File: src/rtl/mem1_stage_if.sv
// Port bundle for mem1_stage: the mem0->mem1 bus, the wb-facing bus, handshake and hazard outputs.
// slave is the stage's own view; master is the surrounding pipeline's (or a bench's) view.
interface mem1_stage_if;
  logic [75:0] mem02mem1_bus_i;
  logic        ctl_mem0_over_i;
  logic        ctl_mem1_allowin_o;
  logic        ctl_wb_allowin_i;
  logic        ctl_flush_i;
  logic [31:0] dm_rdata_i;
  logic [69:0] mem12wb_bus_o;
  logic        ctl_mem1_over_o;
  logic [4:0]  ctl_mem1_dest_o;
  logic [31:0] ctl_mem1_pc_o;

  modport slave (
    input  mem02mem1_bus_i, ctl_mem0_over_i, ctl_wb_allowin_i, ctl_flush_i, dm_rdata_i,
    output ctl_mem1_allowin_o, mem12wb_bus_o, ctl_mem1_over_o, ctl_mem1_dest_o, ctl_mem1_pc_o
  );

  modport master (
    output mem02mem1_bus_i, ctl_mem0_over_i, ctl_wb_allowin_i, ctl_flush_i, dm_rdata_i,
    input  ctl_mem1_allowin_o, mem12wb_bus_o, ctl_mem1_over_o, ctl_mem1_dest_o, ctl_mem1_pc_o
  );
endinterface

File: src/rtl/mem1_stage.sv
// Second memory stage: latches mem0's bus, captures sync read data, extracts/extends loads for wb.
// One stage of latency, 1/cycle; stalls on wb_allowin=0 while holding the first-cycle read word.
module mem1_stage (
  input  logic          clk,
  input  logic          rst_n,
  mem1_stage_if.slave   io
);

  typedef struct packed {
    logic       inst_load;
    logic       inst_store;
    logic       ld_bh_sign;
    logic [2:0] ld_st_size;
  } mem_ctl_t;

  typedef struct packed {
    mem_ctl_t    ctl;
    logic [31:0] exe_result;
    logic [4:0]  wb_wdest;
    logic        wb_we;
    logic [31:0] pc;
  } mem0_bus_t;

  typedef struct packed {
    logic [31:0] wb_result;
    logic [4:0]  wb_wdest;
    logic        wb_we;
    logic [31:0] pc;
  } wb_bus_t;

  localparam logic [2:0] SIZE_BYTE = 3'b100;
  localparam logic [2:0] SIZE_HALF = 3'b010;
  localparam logic [2:0] SIZE_WORD = 3'b001;

  logic        mem1_valid_q, mem1_valid_d;
  mem0_bus_t   bus_q, bus_d;
  logic        first_q, first_d;
  logic        hold_vld_q, hold_vld_d;
  logic [31:0] hold_data_q, hold_data_d;

  logic        allowin;
  logic [31:0] ld_word;
  logic [1:0]  addr_lo;
  logic [7:0]  byte_sel;
  logic [15:0] half_sel;
  logic [31:0] wb_result;
  wb_bus_t     wb_bus;
  logic        unused_store;

  assign allowin = !mem1_valid_q || (mem1_valid_q && io.ctl_wb_allowin_i);

  // Read data is only on dm_rdata_i in the first occupied cycle; after that it must come from hold.
  always_comb begin
    mem1_valid_d = mem1_valid_q;
    bus_d        = bus_q;
    first_d      = first_q;
    hold_vld_d   = hold_vld_q;
    hold_data_d  = hold_data_q;
    if (io.ctl_flush_i) begin
      mem1_valid_d = 1'b0;
      hold_vld_d   = 1'b0;
      first_d      = 1'b0;
    end else if (allowin) begin
      mem1_valid_d = io.ctl_mem0_over_i;
      if (io.ctl_mem0_over_i) begin
        bus_d      = mem0_bus_t'(io.mem02mem1_bus_i);
        first_d    = 1'b1;
        hold_vld_d = 1'b0;
      end
    end else begin
      first_d = 1'b0;
      if (first_q && !hold_vld_q) begin
        hold_data_d = io.dm_rdata_i;
        hold_vld_d  = 1'b1;
      end
    end
  end

  always_ff @(posedge clk or negedge rst_n) begin
    if (!rst_n) begin
      mem1_valid_q <= 1'b0;
      bus_q        <= '0;
      first_q      <= 1'b0;
      hold_vld_q   <= 1'b0;
      hold_data_q  <= '0;
    end else begin
      mem1_valid_q <= mem1_valid_d;
      bus_q        <= bus_d;
      first_q      <= first_d;
      hold_vld_q   <= hold_vld_d;
      hold_data_q  <= hold_data_d;
    end
  end

  assign ld_word = hold_vld_q ? hold_data_q : io.dm_rdata_i;
  assign addr_lo = bus_q.exe_result[1:0];

  always_comb begin
    byte_sel = ld_word[7:0];
    case (addr_lo)
      2'd0: byte_sel = ld_word[7:0];
      2'd1: byte_sel = ld_word[15:8];
      2'd2: byte_sel = ld_word[23:16];
      2'd3: byte_sel = ld_word[31:24];
      default: byte_sel = ld_word[7:0];
    endcase
  end

  assign half_sel = addr_lo[1] ? ld_word[31:16] : ld_word[15:0];

  always_comb begin
    wb_result = bus_q.exe_result;
    if (bus_q.ctl.inst_load) begin
      case (bus_q.ctl.ld_st_size)
        SIZE_BYTE: wb_result = {{24{bus_q.ctl.ld_bh_sign & byte_sel[7]}}, byte_sel};
        SIZE_HALF: wb_result = {{16{bus_q.ctl.ld_bh_sign & half_sel[15]}}, half_sel};
        SIZE_WORD: wb_result = ld_word;
        default:   wb_result = 32'h0;
      endcase
    end
  end

  always_comb begin
    wb_bus.wb_result = wb_result;
    wb_bus.wb_wdest  = bus_q.wb_wdest;
    wb_bus.wb_we     = bus_q.wb_we & mem1_valid_q;
    wb_bus.pc        = bus_q.pc;
  end

  assign io.mem12wb_bus_o      = wb_bus;
  assign io.ctl_mem1_over_o    = mem1_valid_q;
  assign io.ctl_mem1_allowin_o = allowin;
  assign io.ctl_mem1_dest_o    = bus_q.wb_wdest & {5{mem1_valid_q}};
  assign io.ctl_mem1_pc_o      = bus_q.pc;

  // Store flag has no effect here; it only travels with the bus.
  assign unused_store = bus_q.ctl.inst_store;

endmodule
File: src/flat_wrapper.sv
// flat-port wrapper written by rule: the top's interface ports become plain ports
module mem1_stage_flat 
  (clk, rst_n, io_mem02mem1_bus_i, io_ctl_mem0_over_i, io_ctl_wb_allowin_i, io_ctl_flush_i, io_dm_rdata_i, io_ctl_mem1_allowin_o, io_mem12wb_bus_o, io_ctl_mem1_over_o, io_ctl_mem1_dest_o, io_ctl_mem1_pc_o);
  mem1_stage_if io_i ();
  input  logic clk;
  input  logic rst_n;
  input wire logic [$bits(io_i.mem02mem1_bus_i)-1:0] io_mem02mem1_bus_i;
  input wire logic [$bits(io_i.ctl_mem0_over_i)-1:0] io_ctl_mem0_over_i;
  input wire logic [$bits(io_i.ctl_wb_allowin_i)-1:0] io_ctl_wb_allowin_i;
  input wire logic [$bits(io_i.ctl_flush_i)-1:0] io_ctl_flush_i;
  input wire logic [$bits(io_i.dm_rdata_i)-1:0] io_dm_rdata_i;
  output wire logic [$bits(io_i.ctl_mem1_allowin_o)-1:0] io_ctl_mem1_allowin_o;
  output wire logic [$bits(io_i.mem12wb_bus_o)-1:0] io_mem12wb_bus_o;
  output wire logic [$bits(io_i.ctl_mem1_over_o)-1:0] io_ctl_mem1_over_o;
  output wire logic [$bits(io_i.ctl_mem1_dest_o)-1:0] io_ctl_mem1_dest_o;
  output wire logic [$bits(io_i.ctl_mem1_pc_o)-1:0] io_ctl_mem1_pc_o;
  assign io_i.mem02mem1_bus_i = io_mem02mem1_bus_i;
  assign io_i.ctl_mem0_over_i = io_ctl_mem0_over_i;
  assign io_i.ctl_wb_allowin_i = io_ctl_wb_allowin_i;
  assign io_i.ctl_flush_i = io_ctl_flush_i;
  assign io_i.dm_rdata_i = io_dm_rdata_i;
  assign io_ctl_mem1_allowin_o = io_i.ctl_mem1_allowin_o;
  assign io_mem12wb_bus_o = io_i.mem12wb_bus_o;
  assign io_ctl_mem1_over_o = io_i.ctl_mem1_over_o;
  assign io_ctl_mem1_dest_o = io_i.ctl_mem1_dest_o;
  assign io_ctl_mem1_pc_o = io_i.ctl_mem1_pc_o;
  mem1_stage u_core (.clk(clk), .rst_n(rst_n), .io(io_i));
endmodule
File: config.mk
export PLATFORM = sky130hd
export DESIGN_NAME = mem1_stage_flat
export DESIGN_NICKNAME = d
export VERILOG_FILES = /design/src/rtl/mem1_stage_if.sv /design/src/rtl/mem1_stage.sv /design/src/flat_wrapper.sv
export SDC_FILE = /design/constraint.sdc
export NUM_CORES = 1
export LEC_CHECK = 0
export BUFFER_PORTS_ARGS = -buffer_cell sky130_fd_sc_hd__buf_2
export CAP_MARGIN = 20
export CORE_ASPECT_RATIO = 0.6
export CORE_MARGIN = 2
export CORE_UTILIZATION = 45
export DETAILED_ROUTE_END_ITERATION = 6
export HOLD_SLACK_MARGIN = 0.08
export PLACE_DENSITY = 0.73
export RECOVER_POWER = 100
export SLEW_MARGIN = 40
export SYNTH_ARGS = -nofsm -noshare
export SYNTH_HDL_FRONTEND = slang
export SYNTH_SLANG_ARGS = --single-unit
File: constraint.sdc
create_clock -name clk -period 2.2 [get_ports clk]
set_clock_uncertainty 0.05 [all_clocks]
set_input_delay 0.11 -clock clk [delete_from_list [all_inputs] [get_ports clk]]
set_output_delay 0.11 -clock clk [all_outputs]
set_load 0.05 [all_outputs]
# Word-level counts from Yosys, hierarchy flattened
# Index checks and enable logic that the tools add are counted.
[word_totals]
register_bits = 110
elab_cells = 49
output_inout_bits = 109
[classes]
n_mux = 14
n_eq_ne = 7
reduce_logical = 11
bitwise_logic = 6
[ops]
columns = ["operator", "count"]
rows = [
  ["case mux 32 bit (3 select lines)", 1],
  ["2-to-1 mux 32 bit", 2],
  ["case mux 8 bit (4 select lines)", 1],
  ["2-to-1 mux 16 bit", 1],
  ["2-to-1 mux 1 bit", 9],
  ["AND reduction 3 bit", 2],
  ["bitwise AND 5 bit", 1],
  ["equality test 2 bit, second input constant", 2],
  ["bitwise AND 1 bit", 3],
  ["equality test 3 x 1 -> 1 bit, second input constant", 1],
  ["equality test 3 x 2 -> 1 bit, second input constant", 1],
  ["equality test 3 bit, second input constant", 1],
  ["!= test 3 bit, second input constant", 1],
  ["nonzero test 3 bit", 1],
  ["equality test 2 x 1 -> 1 bit, second input constant", 1],
  ["logical AND 1 bit", 2],
  ["logical NOT 1 bit", 2],
  ["logical NOT 2 bit", 1],
  ["inverter 1 bit", 2],
  ["AND reduction 2 bit", 1],
  ["nonzero test 2 bit", 1],
  ["logical OR 1 bit", 1],
]

# Logic depth before layout (Yosys ltp)
[logic_depth]
ltp_word = 5
depth_mapped = 7
depth_no_buf = 5

# Least setup slack after synthesis
# Ideal clock, no wire load.
[synth_timing]
kind = "register -> output"
from = "register u_core.bus_q, in the netlist u_core.addr_lo[1]"
to = "output io_mem12wb_bus_o[38]"
arrival_time_ns = 2.209
required_ns = 2.040
stages_incl_launch_ff = 8
setup_slack_ns = -0.169
cell_sequence = "dfrtp_1 > buf_6 > buf_6 > buf_6 > nor4b_1 > a221oi_1 > nand2b_1 > o221ai_1"
[synth_between]
elab_chain_len = 4
word_cells_on_any_way = 8
classes_between = "eq/ne: 3; mux: 4; reduce/logical: 1"
[synth_rtl]
columns = ["item", "line_no", "rtl"]
rows = [
  ["from (decl)", "mem1_stage.sv:36", "mem0_bus_t bus_q, bus_d;"],
  ["from (signal assigned)", "mem1_stage.sv:88", "bus_q <= bus_d;"],
  ["equality test 2 bit, or another cell as far along", "mem1_stage.sv:100", "case (addr_lo)"],
  ["case mux 8 bit (4 select lines)", "mem1_stage.sv:100", ""],
  ["case mux 32 bit (3 select lines) *", "mem1_stage.sv:114", "case (bus_q.ctl.ld_st_size)"],
  ["2-to-1 mux 32 bit *", "mem1_stage.sv:113", "if (bus_q.ctl.inst_load) begin"],
  ["to (decl)", "flat_wrapper.sv:13", "output wire logic [$bits(io_i.mem12wb_bus_o)-1:0] io_mem12wb_bus_o;"],
]
# Every way passes the cells marked *; elsewhere a longest branch is shown, timed or not.

# Worst setup path after layout
[layout_timing]
from = "register u_core.bus_q, in the netlist u_core.addr_lo[1]"
to = "output io_mem12wb_bus_o[49]"
[layout_between]
elab_chain_len = 5
word_cells_on_any_way = 9
classes_between = "eq/ne: 3; mux: 4; bitwise: 1; reduce/logical: 1"
[layout_rtl]
columns = ["item", "line_no", "rtl"]
rows = [
  ["equality test 2 bit, or another cell as far along", "mem1_stage.sv:100", ""],
  ["case mux 8 bit (4 select lines)", "mem1_stage.sv:100", ""],
  ["bitwise AND 1 bit", "mem1_stage.sv:115", "SIZE_BYTE: wb_result = {{24{bus_q.ctl.ld_bh_sign & byte_sel[7]}}, byte_sel};"],
  ["case mux 32 bit (3 select lines) *", "mem1_stage.sv:114", ""],
  ["2-to-1 mux 32 bit *", "mem1_stage.sv:113", ""],
]
# Marked as above.

==> impl_metrics.py <==
metrics = {
    "run_status": {
        "status": "finished with violations",
        "violations": "negative setup slack",
    },
    "timing": {
        "setup_viol": 58,
        "clock.fmax_ghz": 0.407,
        "setup_ws_ps": -257,
        "rsz0062_at_grt": "yes",
        "worst_pin_slew_ps": 1370,
        "slew_headroom_pct": 8.61,
        "setup_tns_ps": -5990,
        "fin_crit_ps": 2460,
        "finalHoldViolCount": 0,
        "finalMaxSlewViolations": 0,
        "fin_crit_sh_pct": 112,
    },
    "synthesis": {
        "synth.avg_cell_area_um2": 12.5,
        "synth-edff-count": 0,
        "yosysUniqueCellTypes": 44,
        "synth_ff_type": "dfrtp_1",
        "synth-simple-area-share_pct": 6.66,
        "synth.area.mux_share_pct": 30.9,
        "synth.net_count": 625,
        "syn-instance-count": 512,
        "yosys_warnings": 0,
        "synth_area_mm2": 0.00641,
        "synthArstFlopShare_pct": 100,
        "yosysSeqAreaShare_pct": 43.0,
        "synthXorXnorAreaFrac_pct": 0.137,
        "synth_top_family_by_area": "multiplexers",
        "synth_compound_area_share_pct": 7.70,
        "synthAdderAreaFrac_pct": 0,
        "synth-seq-cells": 110,
    },
    "pwr": {
        "p_leak_nw": 3.97,
        "power_mw": 7.92,
        "powerDensity_mw_per_mm2": 880,
        "peakVddDrop_mv": 0.484,
    },
    "critical_path": {
        "worstSetupPathType": "reg2out",
        "path_cells": "buf_6 > mux2i_2 > mux4_2 > nor3_4 > buf_12 > a211o_1 > buf_6",
        "path_common_cell": "buf_6",
        "cp-end-kind": "output port",
        "slowest_stage": "mux4_2",
        "crit_family": "multiplexers",
        "crit_path_max_fanout": 8,
        "start_kind": "register",
        "required_ps": 2040,
        "critical_path.max_stage_delay_ps": 520,
        "path_buf_inv": 3,
        "worstPathArrival_ps": 2300,
    },
    "drt": {
        "drt_iter0_markers": 199,
        "post_drt_wl_per_cell_um": 18.6,
        "drtAntennaViolNets": 0,
        "via_per_inst": 5.20,
        "drc_errors": 0,
        "first_pass_iters": 6,
        "totalWireLength_mm": 18.2,
        "dr_total_vias": 5080,
    },
    "run": {
        "max_cap_viol_count": 0,
    },
    "die": {
        "ioPinCount": 222,
        "initial_core_util_pct": 46.5,
        "rows": 33,
        "die_w_um": 158,
        "core_mm2": 0.0138,
        "die_area_mm2": 0.0152,
        "die_h_um": 96.4,
    },
    "global_routing": {
        "antenna_found_initial": 2,
        "grt_remaining_overflow": 0,
        "grt_pass1_wl_mm": 27.7,
        "grt_max_degree": 58,
        "grt_pass1_vias": 5360,
        "track_usage_pct": 23.7,
    },
    "clock_network": {
        "cts_tree": "yes",
        "numCtsBuffers": 9,
        "htree_levels": 3,
        "cts.clk_slew.worst_paths_ps": 70,
        "clk_latency_ps": 350,
        "clk_path_buf_depth": 2,
        "clock_sinks": 110,
        "ctsRootBufferMaster": "clkbuf_16",
    },
    "layout": {
        "fillCellCount": 1082,
        "utilization_pct": 65.3,
        "area_growth_pct": 40.5,
        "regArea_mm2": 0.00276,
        "drive_gt1_share_pct": 40.1,
        "final_nets": 893,
        "multi_input_comb_area_mm2": 0.00304,
    },
    "worst_hold_path": {
        "hold_path_class": "in2reg",
    },
    "placed_design": {
        "dp_slack_ps": -51.0,
        "portBuffers": 220,
        "dp_hpwl_mm": 11.7,
        "gp_congestion": 0.866,
    },
}
where the power goes:
group	internal, mW	total (mW)	leakage (nW)	switching [mW]
registers	2.41	2.73	1.32	0.326
logic	1.26	3.43	2.50	2.17
clock network	1.00	1.76	0.153	0.761
synthesized netlist by cell type, types with 2 or more instances:
library cell	number	area [um^2]
a211o_1	24	210
a222oi_1	7	70.1
a2bb2oi_1	7	61.3
and2_1	7	43.8
buf_2	16	80.1
buf_4	71	533
buf_6	8	90.1
clkbuf_1	7	26.3
dfrtp_1	110	2750
inv_1	4	15.0
mux2_1	11	124
mux2_2	87	980
mux2_4	35	526
mux2i_1	28	280
mux4_2	3	67.6
nand2_1	16	60.1
nand2b_1	3	18.8
nor2_1	12	45.0
nor2b_1	3	18.8
nor3_1	18	90.1
nor3b_1	2	15.0
nor3b_2	2	25.0
o21ai_0	3	15.0
o221ai_1	8	70.1
logic make-up (layout without fill, tap and decap cells):
kind of cell              Yosys count  after routing
AOI/OAI and AO/OA                  56             56
xor gates and xnor gates            1              1
buffers and inverters             107            379
DFF                               110            110
muxes                             164            164
other                               0              1
and+or+nand+nor                    74             74
placed cells by master (no fill, tap or decap), drive strengths merged, types with 8 or more instances in the layout:
master	instances
buf	167
mux2	133
dlygate4sd3	111
dfrtp	110
clkbuf	92
mux2i	28
a211o	24
nor3	19
nand2	16
nor2	12
o221ai	8
final timing paths:
| check | startpoint | end | slack (ps) | depth (start not counted) |
|---|---|---|---|---|
| max in group asynchronous | rst_n | u_core.bus_q[46] | 310 | 3 |
| min reg2reg | u_core.bus_q[62] | u_core.bus_q[62] | 440 | 1 |
| max | u_core.addr_lo[1] | io_mem12wb_bus_o[49] | -260 | 7 |
| min in group asynchronous | rst_n | u_core.hold_data_q[4] | 550 | 2 |
| min | io_ctl_wb_allowin_i | u_core.io.ctl_mem1_over_o | 210 | 4 |
| max reg2reg | u_core.io.ctl_mem1_over_o | u_core.io.ctl_mem1_pc_o[6] | -30 | 4 |
state kept, by name (all words and copies together), names as in the netlist:
register / flops
u_core.bus_q: 36
u_core.hold_data_q: 32
u_core.io.ctl_mem1_pc_o: 32
u_core.first_q: 1
u_core.io.ctl_mem1_over_o: 1
u_core.hold_vld_q: 1
u_core.io.mem12wb_bus_o: 5
u_core.addr_lo: 2
per-layer routing:
metal	vias up	global-route usage [%]	wire, um
met5	-	0	9
met4	2	5.33	189
met3	16	5.80	1090
met2	157	40.5	8960
met1	2565	30.8	7910
li1	2340	-	-
area by class of cell:
cell class / instances / share of cell area [%]
Antenna cell: 1 / 0.0278
Clock buffer: 10 / 2.54
Clock inverter: 5 / 0.917
Inverter: 4 / 0.167
Multi-Input combinational cell: 295 / 33.8
Sequential cell: 110 / 30.6
Tap cell: 192 / 2.67
Timing Repair Buffer: 360 / 29.3
stage by stage:
step / std cells / instance area (um^2) / hold WS [ps]
4_1_cts: 974 / 9150 / 156
6_report: 977 / 9000 / 211
3_5_place_dp: 841 / 7240 / -5.52
5_1_grt: 976 / 9000 / 237
3_3_place_gp: 841 / 7240 / -13.8
2_1_floorplan: 512 / 6410 / -236
worst min-delay path, delay by kind of cell:
kind | cells | cell delay, ps
buf+inv | 1 | 80
simple gates | 3 | 400
what timing repair did:
| action | CTS | global route |
|---|---|---|
| endpoints found under the setup margin | 32 | 32 |
| resized for setup | 99 | 15 |
| hold buffers | 111 | 0 |
| buffers inserted | 6 | 2 |
| pin swaps | 18 | 21 |
| gates cloned | 1 | 1 |
| endpoints found under the hold margin | 220 | 0 |
Power figures use the tool's default switching activity.
